[src/rtl/dma_pkg.sv]
// ---------------------------------------------------------------------------
// dma_pkg
// Shared types and helpers for the 2D DMA read burst generator:
//   - state_t            : burst generator FSM states
//   - LEN_W / BEATS_W    : AXI ARLEN width and beat-count width (up to 256)
//   - bytes_of / off_w   : beat size in bytes and its log2, from a data width
//   - beats_to_boundary(): beats left before the next BOUNDARY-aligned address
// ---------------------------------------------------------------------------
package dma_pkg;

    typedef enum logic [1:0] {
        S_IDLE  = 2'd0,
        S_CALC  = 2'd1,
        S_ISSUE = 2'd2,
        S_DONE  = 2'd3
    } state_t;

    localparam int unsigned LEN_W   = 8;
    localparam int unsigned BEATS_W = LEN_W + 1;

    function automatic int unsigned bytes_of(input int unsigned data_w);
        return data_w / 8;
    endfunction

    function automatic int unsigned off_w(input int unsigned data_w);
        return $clog2(data_w / 8);
    endfunction

    // Boundary is a power of two no larger than 2^31, so the low 32 address
    // bits are enough to find the distance to the next boundary.
    function automatic logic [31:0] beats_to_boundary(input logic [31:0] addr_lo,
                                                      input int unsigned boundary,
                                                      input int unsigned offset_w);
        logic [31:0] offset;
        offset = addr_lo & (boundary - 32'd1);
        return (boundary - offset) >> offset_w;
    endfunction

endpackage

[src/rtl/dma_burst_len_calc.sv]
// ---------------------------------------------------------------------------
// dma_burst_len_calc
// Combinational burst length for one row group: the minimum of the beats
// remaining in the row, MAX_BURST_LEN, and the beats each active lane can
// still issue before crossing a BOUNDARY-byte address.
// Ports:
//   lane_addr  in  LINES*ADDR_W  current byte address per lane
//   lane_mask  in  LINES         1 = lane is active and constrains the burst
//   rem_beats  in  ADDR_W+1      beats still to issue in this row (>= 1)
//   beats      out BEATS_W       beats for the next burst (1..MAX_BURST_LEN)
// ---------------------------------------------------------------------------
module dma_burst_len_calc
    import dma_pkg::*;
#(
    parameter int unsigned ADDR_W        = 32,
    parameter int unsigned LINES         = 2,
    parameter int unsigned MAX_BURST_LEN = 16,
    parameter int unsigned BOUNDARY      = 4096,
    parameter int unsigned OFF_W         = 3
) (
    input  logic [LINES*ADDR_W-1:0] lane_addr,
    input  logic [LINES-1:0]        lane_mask,
    input  logic [ADDR_W:0]         rem_beats,
    output logic [BEATS_W-1:0]      beats
);

    localparam logic [ADDR_W:0] MAX_EXT = (ADDR_W+1)'(MAX_BURST_LEN);

    logic [31:0] cand;
    logic [31:0] to_bnd;

    always_comb begin
        cand   = 32'(MAX_BURST_LEN);
        to_bnd = '0;
        if (rem_beats < MAX_EXT) begin
            cand = 32'(rem_beats);
        end
        for (int j = 0; j < int'(LINES); j++) begin
            to_bnd = beats_to_boundary(32'(lane_addr[j*ADDR_W +: ADDR_W]), BOUNDARY, OFF_W);
            if (lane_mask[j] && (to_bnd < cand)) begin
                cand = to_bnd;
            end
        end
        beats = BEATS_W'(cand);
    end

endmodule

[src/rtl/dma_2d_read_burst_gen.sv]
// ---------------------------------------------------------------------------
// dma_2d_read_burst_gen
// Walks a frame of (vsize+1) lines x (hsize+1) beats, LINES lines per row
// group, and issues one burst descriptor per step with a length shared by
// all lanes. Bursts are split at MAX_BURST_LEN and wherever any active lane
// would cross a BOUNDARY-byte address. Lanes past the last line of a short
// final group are masked and drive address 0.
// Ports:
//   clk_i, rst_ni     clock (rising edge), asynchronous active-low reset
//   base_addr_i       byte address of line 0, column 0 (beat aligned)
//   stride_i          byte distance between consecutive lines (beat aligned)
//   vsize_i, hsize_i  lines-1 and beats-per-line-1
//   start_i           start pulse, sampled only when idle
//   abort_i           cancel the running frame
//   ready_i           downstream accepts the current descriptor
//   valid_o           descriptor valid
//   addr_o            lane j byte address at [j*ADDR_W +: ADDR_W]
//   lane_mask_o       1 = lane j carries a real line
//   len_o             beats-1, common to all lanes
//   busy_o            frame in progress
//   done_o            one-cycle pulse after the last burst handshake
// ---------------------------------------------------------------------------
module dma_2d_read_burst_gen
    import dma_pkg::*;
#(
    parameter int unsigned ADDR_W        = 32,
    parameter int unsigned DATA_W        = 64,
    parameter int unsigned MAX_BURST_LEN = 16,
    parameter int unsigned LINES         = 2,
    parameter int unsigned BOUNDARY      = 4096
) (
    input  logic                    clk_i,
    input  logic                    rst_ni,
    input  logic [ADDR_W-1:0]       base_addr_i,
    input  logic [ADDR_W-1:0]       stride_i,
    input  logic [ADDR_W-1:0]       vsize_i,
    input  logic [ADDR_W-1:0]       hsize_i,
    input  logic                    start_i,
    input  logic                    abort_i,
    input  logic                    ready_i,
    output logic                    valid_o,
    output logic [LINES*ADDR_W-1:0] addr_o,
    output logic [LINES-1:0]        lane_mask_o,
    output logic [LEN_W-1:0]        len_o,
    output logic                    busy_o,
    output logic                    done_o
);

    localparam int unsigned     BYTES      = bytes_of(DATA_W);
    localparam int unsigned     OFF_W      = off_w(DATA_W);
    localparam logic [ADDR_W-1:0] ALIGN_MASK = ~ADDR_W'(BYTES - 1);
    localparam logic [ADDR_W:0]   LINES_EXT  = (ADDR_W+1)'(LINES);

    state_t                    state_q;
    logic [ADDR_W-1:0]         row_addr_q;
    logic [ADDR_W-1:0]         stride_q;
    logic [ADDR_W-1:0]         col_off_q;    // column offset in bytes
    logic [ADDR_W:0]           row_beats_q;  // hsize+1, kept wide so all-ones is legal
    logic [ADDR_W:0]           rem_q;
    logic [ADDR_W:0]           lines_left_q;
    logic [BEATS_W-1:0]        beats_q;

    logic [LINES*ADDR_W-1:0]   lane_addr_c;
    logic [LINES*ADDR_W-1:0]   lane_addr_masked_c;
    logic [LINES-1:0]          lane_mask_c;
    logic [BEATS_W-1:0]        beats_c;
    logic                      row_last_c;
    logic                      group_last_c;

    for (genvar j = 0; j < LINES; j++) begin : g_lane
        assign lane_addr_c[j*ADDR_W +: ADDR_W] = row_addr_q + stride_q * ADDR_W'(j) + col_off_q;
        assign lane_mask_c[j] = lines_left_q > (ADDR_W+1)'(j);
        assign lane_addr_masked_c[j*ADDR_W +: ADDR_W] =
            lane_mask_c[j] ? lane_addr_c[j*ADDR_W +: ADDR_W] : '0;
    end

    dma_burst_len_calc #(
        .ADDR_W        (ADDR_W),
        .LINES         (LINES),
        .MAX_BURST_LEN (MAX_BURST_LEN),
        .BOUNDARY      (BOUNDARY),
        .OFF_W         (OFF_W)
    ) u_len_calc (
        .lane_addr (lane_addr_c),
        .lane_mask (lane_mask_c),
        .rem_beats (rem_q),
        .beats     (beats_c)
    );

    assign row_last_c   = (rem_q == (ADDR_W+1)'(beats_q));
    assign group_last_c = (lines_left_q <= LINES_EXT);

    always_ff @(posedge clk_i or negedge rst_ni) begin
        if (!rst_ni) begin
            state_q      <= S_IDLE;
            row_addr_q   <= '0;
            stride_q     <= '0;
            col_off_q    <= '0;
            row_beats_q  <= '0;
            rem_q        <= '0;
            lines_left_q <= '0;
            beats_q      <= '0;
            valid_o      <= 1'b0;
            addr_o       <= '0;
            lane_mask_o  <= '0;
            len_o        <= '0;
            busy_o       <= 1'b0;
            done_o       <= 1'b0;
        end else if (abort_i && (state_q != S_IDLE)) begin
            // Abort takes priority over a handshake in the same cycle.
            state_q <= S_IDLE;
            valid_o <= 1'b0;
            busy_o  <= 1'b0;
            done_o  <= 1'b0;
        end else begin
            case (state_q)
                S_IDLE: begin
                    if (start_i) begin
                        row_addr_q   <= base_addr_i & ALIGN_MASK;
                        stride_q     <= stride_i & ALIGN_MASK;
                        col_off_q    <= '0;
                        row_beats_q  <= {1'b0, hsize_i} + 1'b1;
                        rem_q        <= {1'b0, hsize_i} + 1'b1;
                        lines_left_q <= {1'b0, vsize_i} + 1'b1;
                        busy_o       <= 1'b1;
                        state_q      <= S_CALC;
                    end
                end
                S_CALC: begin
                    addr_o      <= lane_addr_masked_c;
                    lane_mask_o <= lane_mask_c;
                    len_o       <= LEN_W'(beats_c - BEATS_W'(1));
                    beats_q     <= beats_c;
                    valid_o     <= 1'b1;
                    state_q     <= S_ISSUE;
                end
                S_ISSUE: begin
                    if (ready_i) begin
                        valid_o <= 1'b0;
                        if (!row_last_c) begin
                            col_off_q <= col_off_q + (ADDR_W'(beats_q) << OFF_W);
                            rem_q     <= rem_q - (ADDR_W+1)'(beats_q);
                            state_q   <= S_CALC;
                        end else if (group_last_c) begin
                            rem_q        <= '0;
                            lines_left_q <= '0;
                            done_o       <= 1'b1;
                            state_q      <= S_DONE;
                        end else begin
                            lines_left_q <= lines_left_q - LINES_EXT;
                            row_addr_q   <= row_addr_q + stride_q * ADDR_W'(LINES);
                            col_off_q    <= '0;
                            rem_q        <= row_beats_q;
                            state_q      <= S_CALC;
                        end
                    end
                end
                S_DONE: begin
                    done_o  <= 1'b0;
                    busy_o  <= 1'b0;
                    state_q <= S_IDLE;
                end
                default: state_q <= S_IDLE;
            endcase
        end
    end

endmodule

[config.mk]
export PLATFORM = sky130hd
export DESIGN_NAME = dma_2d_read_burst_gen
export DESIGN_NICKNAME = d
export VERILOG_FILES = /design/src/rtl/dma_pkg.sv /design/src/rtl/dma_burst_len_calc.sv /design/src/rtl/dma_2d_read_burst_gen.sv
export SDC_FILE = /design/constraint.sdc
export NUM_CORES = 1
export LEC_CHECK = 0
export ABC_CLOCK_PERIOD_IN_PS = 6800
export BUFFER_PORTS_ARGS = -buffer_cell sky130_fd_sc_hd__buf_2
export CORE_MARGIN = 2
export CORE_UTILIZATION = 55
export DETAILED_ROUTE_END_ITERATION = 8
export PLACE_DENSITY_LB_ADDON = 0.12
export SYNTH_ARGS = -nofsm -noshare
export SYNTH_HDL_FRONTEND = slang
export SYNTH_SLANG_ARGS = --single-unit
[constraint.sdc]
create_clock -name clk_i -period 6.8 [get_ports clk_i]
set_clock_uncertainty 0.15 [all_clocks]
set_input_delay 0.34 -clock clk_i [delete_from_list [all_inputs] [get_ports clk_i]]
set_output_delay 0.34 -clock clk_i [all_outputs]
set_load 0.02 [all_outputs]
==> flow_metrics.env <==
export IMPL_status="finished clean"
export IMPL_start_util_pct=55.97
export IMPL_n_antenna_cell=0
export IMPL_r2r_slack_ns=0.43
export IMPL_crit_fanout=7
export IMPL_crit_type="register to register"
export IMPL_synth_async_sr_flop_share_pct=100.0
export IMPL_finalMaxSlewViolations=0
export IMPL_cts_sinks=272
export IMPL_slowest_delay_ns=0.44
export IMPL_fin_setup_tns_ns=0
export IMPL_pre_cts_ws_ns=0.007801
export IMPL_dp_hpwl_mm=40.84
export IMPL_syn_area_um2=19380
export IMPL_ys_seq_area_share_pct=35.12
export IMPL_final_hold_violation_count=0
export IMPL_synth_largest_area_cell="dfrtp_1"
export IMPL_p_per_area_nw_per_um2=468.5
export IMPL_fp_row_count=68
export IMPL_wire_per_inst_um=19.02
export IMPL_die_area_um2=36760
export IMPL_clockBufferDepth=3
export IMPL_clk_pin_slew_worst_paths_ns=0.06
export IMPL_met2_usage_pct=50.83
export IMPL_gr_total_overflow=0
export IMPL_layout_common_cells="nand2_1, dfrtp_1, o21ai_0"
export IMPL_gp_congestion=0.9269
export IMPL_route_detailed_drc=0
export IMPL_viasPerCell=6.018
export IMPL_r2r_worst_path_cells=28
export IMPL_cp_start_kind="register"
export IMPL_holdWs_ns=0.01845
export IMPL_synth_cells=2295
export IMPL_hold_class="input port to register"
export IMPL_startpoint="row_addr_q[4]"
export IMPL_leakage_uw=0.01053
export IMPL_core_area_um2=34630
export IMPL_post_route_period_util_pct=93.67
export IMPL_grt_pass1_wl_mm=92.43
export IMPL_final_cells=3041
export IMPL_drt_wl_total_mm=57.83
export IMPL_finalPower_uw=10760
export IMPL_required_ns=7.08
export IMPL_worstPathArrival_ns=6.65
export IMPL_fmax_mhz=157.0
export IMPL_finalWorstSetupSlack_ns=0.4304
export IMPL_antenna_left=0
export IMPL_crit_end="len_o[6]"
export IMPL_r2r_start="row_addr_q[4]"
export IMPL_yosysTopAreaCellShare_pct=35.12
export IMPL_drive_gt1_share_pct=13.38
export IMPL_synth_seq_cells=272
export IMPL_dp_cells=2893
export IMPL_ir_drop_v=0.0003713
export IMPL_clockRootBuffer="clkbuf_16"
export IMPL_grt_max_degree=161
export IMPL_grt_pass1_vias=17709
export IMPL_drtIter0Drc=1342
export IMPL_grt_busiest_layer="met2"
export IMPL_drv_cap=0
export IMPL_avgSynthCellArea_um2=8.445
export IMPL_cts_tree="built"
export IMPL_htreeDepth=1
export IMPL_synth_edff_count=0
export IMPL_fin_crit_ns=6.370
export IMPL_track_usage_pct=31.47
export IMPL_worstSkewPairLatency_ns=0.58
export IMPL_die_y_um=191.7
export IMPL_slew_headroom_pct=21.83
export IMPL_antenna_found_initial=0
export IMPL_setup_viol=0
export IMPL_ioPinCount=210
export IMPL_synthFlopType="dfrtp_1"
export IMPL_nets=2852
export IMPL_worst_r2r_endpoint="len_o[6]"
export IMPL_cpMaxStageDelayCell="dfrtp_1"
export IMPL_cts_buffers=31
export IMPL_worstMarginPinSlew_ns=1.156
export IMPL_via_count=18301
export IMPL_grtUsageMet1_pct=44.19
export IMPL_synthDistinctLibCells=89
export IMPL_final_common_cell="nand2_1"
export IMPL_grt_use_met3_pct=4.495
export IMPL_ys_top_cells_by_area="dfrtp_1, ha_1, nand2_1"
export IMPL_area_delta_synth_final_pct=18.45
export IMPL_fp_dieW_um=191.7
export IMPL_end_kind="register"
export IMPL_io_buffers=202
export IMPL_first_pass_iters=5
export IMPL_ys_warnings_count=0
[final cells by class]
class                      instances  area [um^2]
timing repair buffer             326         2185
fill                            2865        11670
inverter                          81        304.0
sequential                       272         6808
clock buffer                      42        877.1
tap                              455        569.3
multi-input combinational       1850        12000
clock inverter                    15        214.0
[repair_timing]
action / CTS / global route
hold endpoints to repair: 199 / 0
buffers inserted: 0 / 3
pin swaps: 0 / 2
setup endpoints to repair: 2 / 14
hold buffers: 88 / 0
resized for setup: 1 / 13
[cells by family (layout without fill, tap and decap cells)]
group | count (synthesis) | in the layout | share of synthesized area, %
and+or+nand+nor | 817 | 817 | 19.76
AOI/OAI and AO/OA | 699 | 699 | 22.38
DFF | 272 | 272 | 35.12
buffers and inverters | 177 | 464 | 3.493
xor gates and xnor gates | 159 | 159 | 7.185
adders and majority gates | 158 | 158 | 11.39
muxes | 11 | 11 | 0.6326
other | 2 | 6 | 0.03875
[layer usage]
layer  vias to the layer above  wire (um)
met5                         -          0
met4                         0       1278
met3                        91       4016
met2                       623      26900
met1                      8824      25640
li1                       8763          -
[how the worst min path moves through the flow]
stage                                   to  slack, ns         from  cells past startpoint
final                     lines_left_q[27]       0.02  vsize_i[27]                      4
after global routing       row_beats_q[16]       0.03  hsize_i[16]                      3
after CTS                  row_beats_q[32]      0.003  hsize_i[31]                      3
after detailed placement        addr_o[40]       0.30   addr_o[40]                      2
after global placement          addr_o[28]       0.30       rst_ni                      1
after floorplan                  addr_o[0]      -0.11       rst_ni                      0
[cells in the mapped netlist (all sizes together), types with 23 or more instances]
cell type and n:
nand2 347, dfrtp 272, o21ai 245, a21oi 171, nor2 159, ha 126, clkbuf 86, inv 81
xnor2 81, xor2 78, nand3 72, nor3 52, a21o 34, fa 31, a211oi 27, a31oi 27
and3 26, o21a 26, nand2b 24, nand4 23
[sequential cells by signal, summed over array words and instances (netlist names)]
signal and flops:
row_beats_q 33, done_o 1, rem_q 33, lane_mask_o 2, valid_o 1, state_q 2
busy_o 1, row_addr_q 29, beats_q 9, len_o 8, col_off_q 29, addr_o 62
stride_q 29, lines_left_q 33
[critical path: cells and delay by family (launching register included)]
kind	cells	cell delay (ns)
flops	1	0.44
compound gates	13	2.21
buf+inv	1	0.21
xor+xnor	2	0.46
fa+ha+maj	4	1.16
simple gates	8	1.58
[per-stage QoR]
stage / instance area [um^2] / util, %
detailed placement: 20910 / 60.40
global route: 22960 / 66.30
CTS: 22890 / 66.12
global placement: 20910 / 60.40
floorplan: 19400 / -
finish: 22960 / 66.30
[where the power goes]
| group | leakage (uW) | total [uW] | internal, uW | switching [uW] |
|---|---|---|---|---|
| clock network | 0.000526 | 1810 | 1090 | 723 |
| registers | 0.00338 | 2660 | 2140 | 515 |
| logic | 0.00662 | 6290 | 2540 | 3750 |
(Power assumes the default switching activity.)
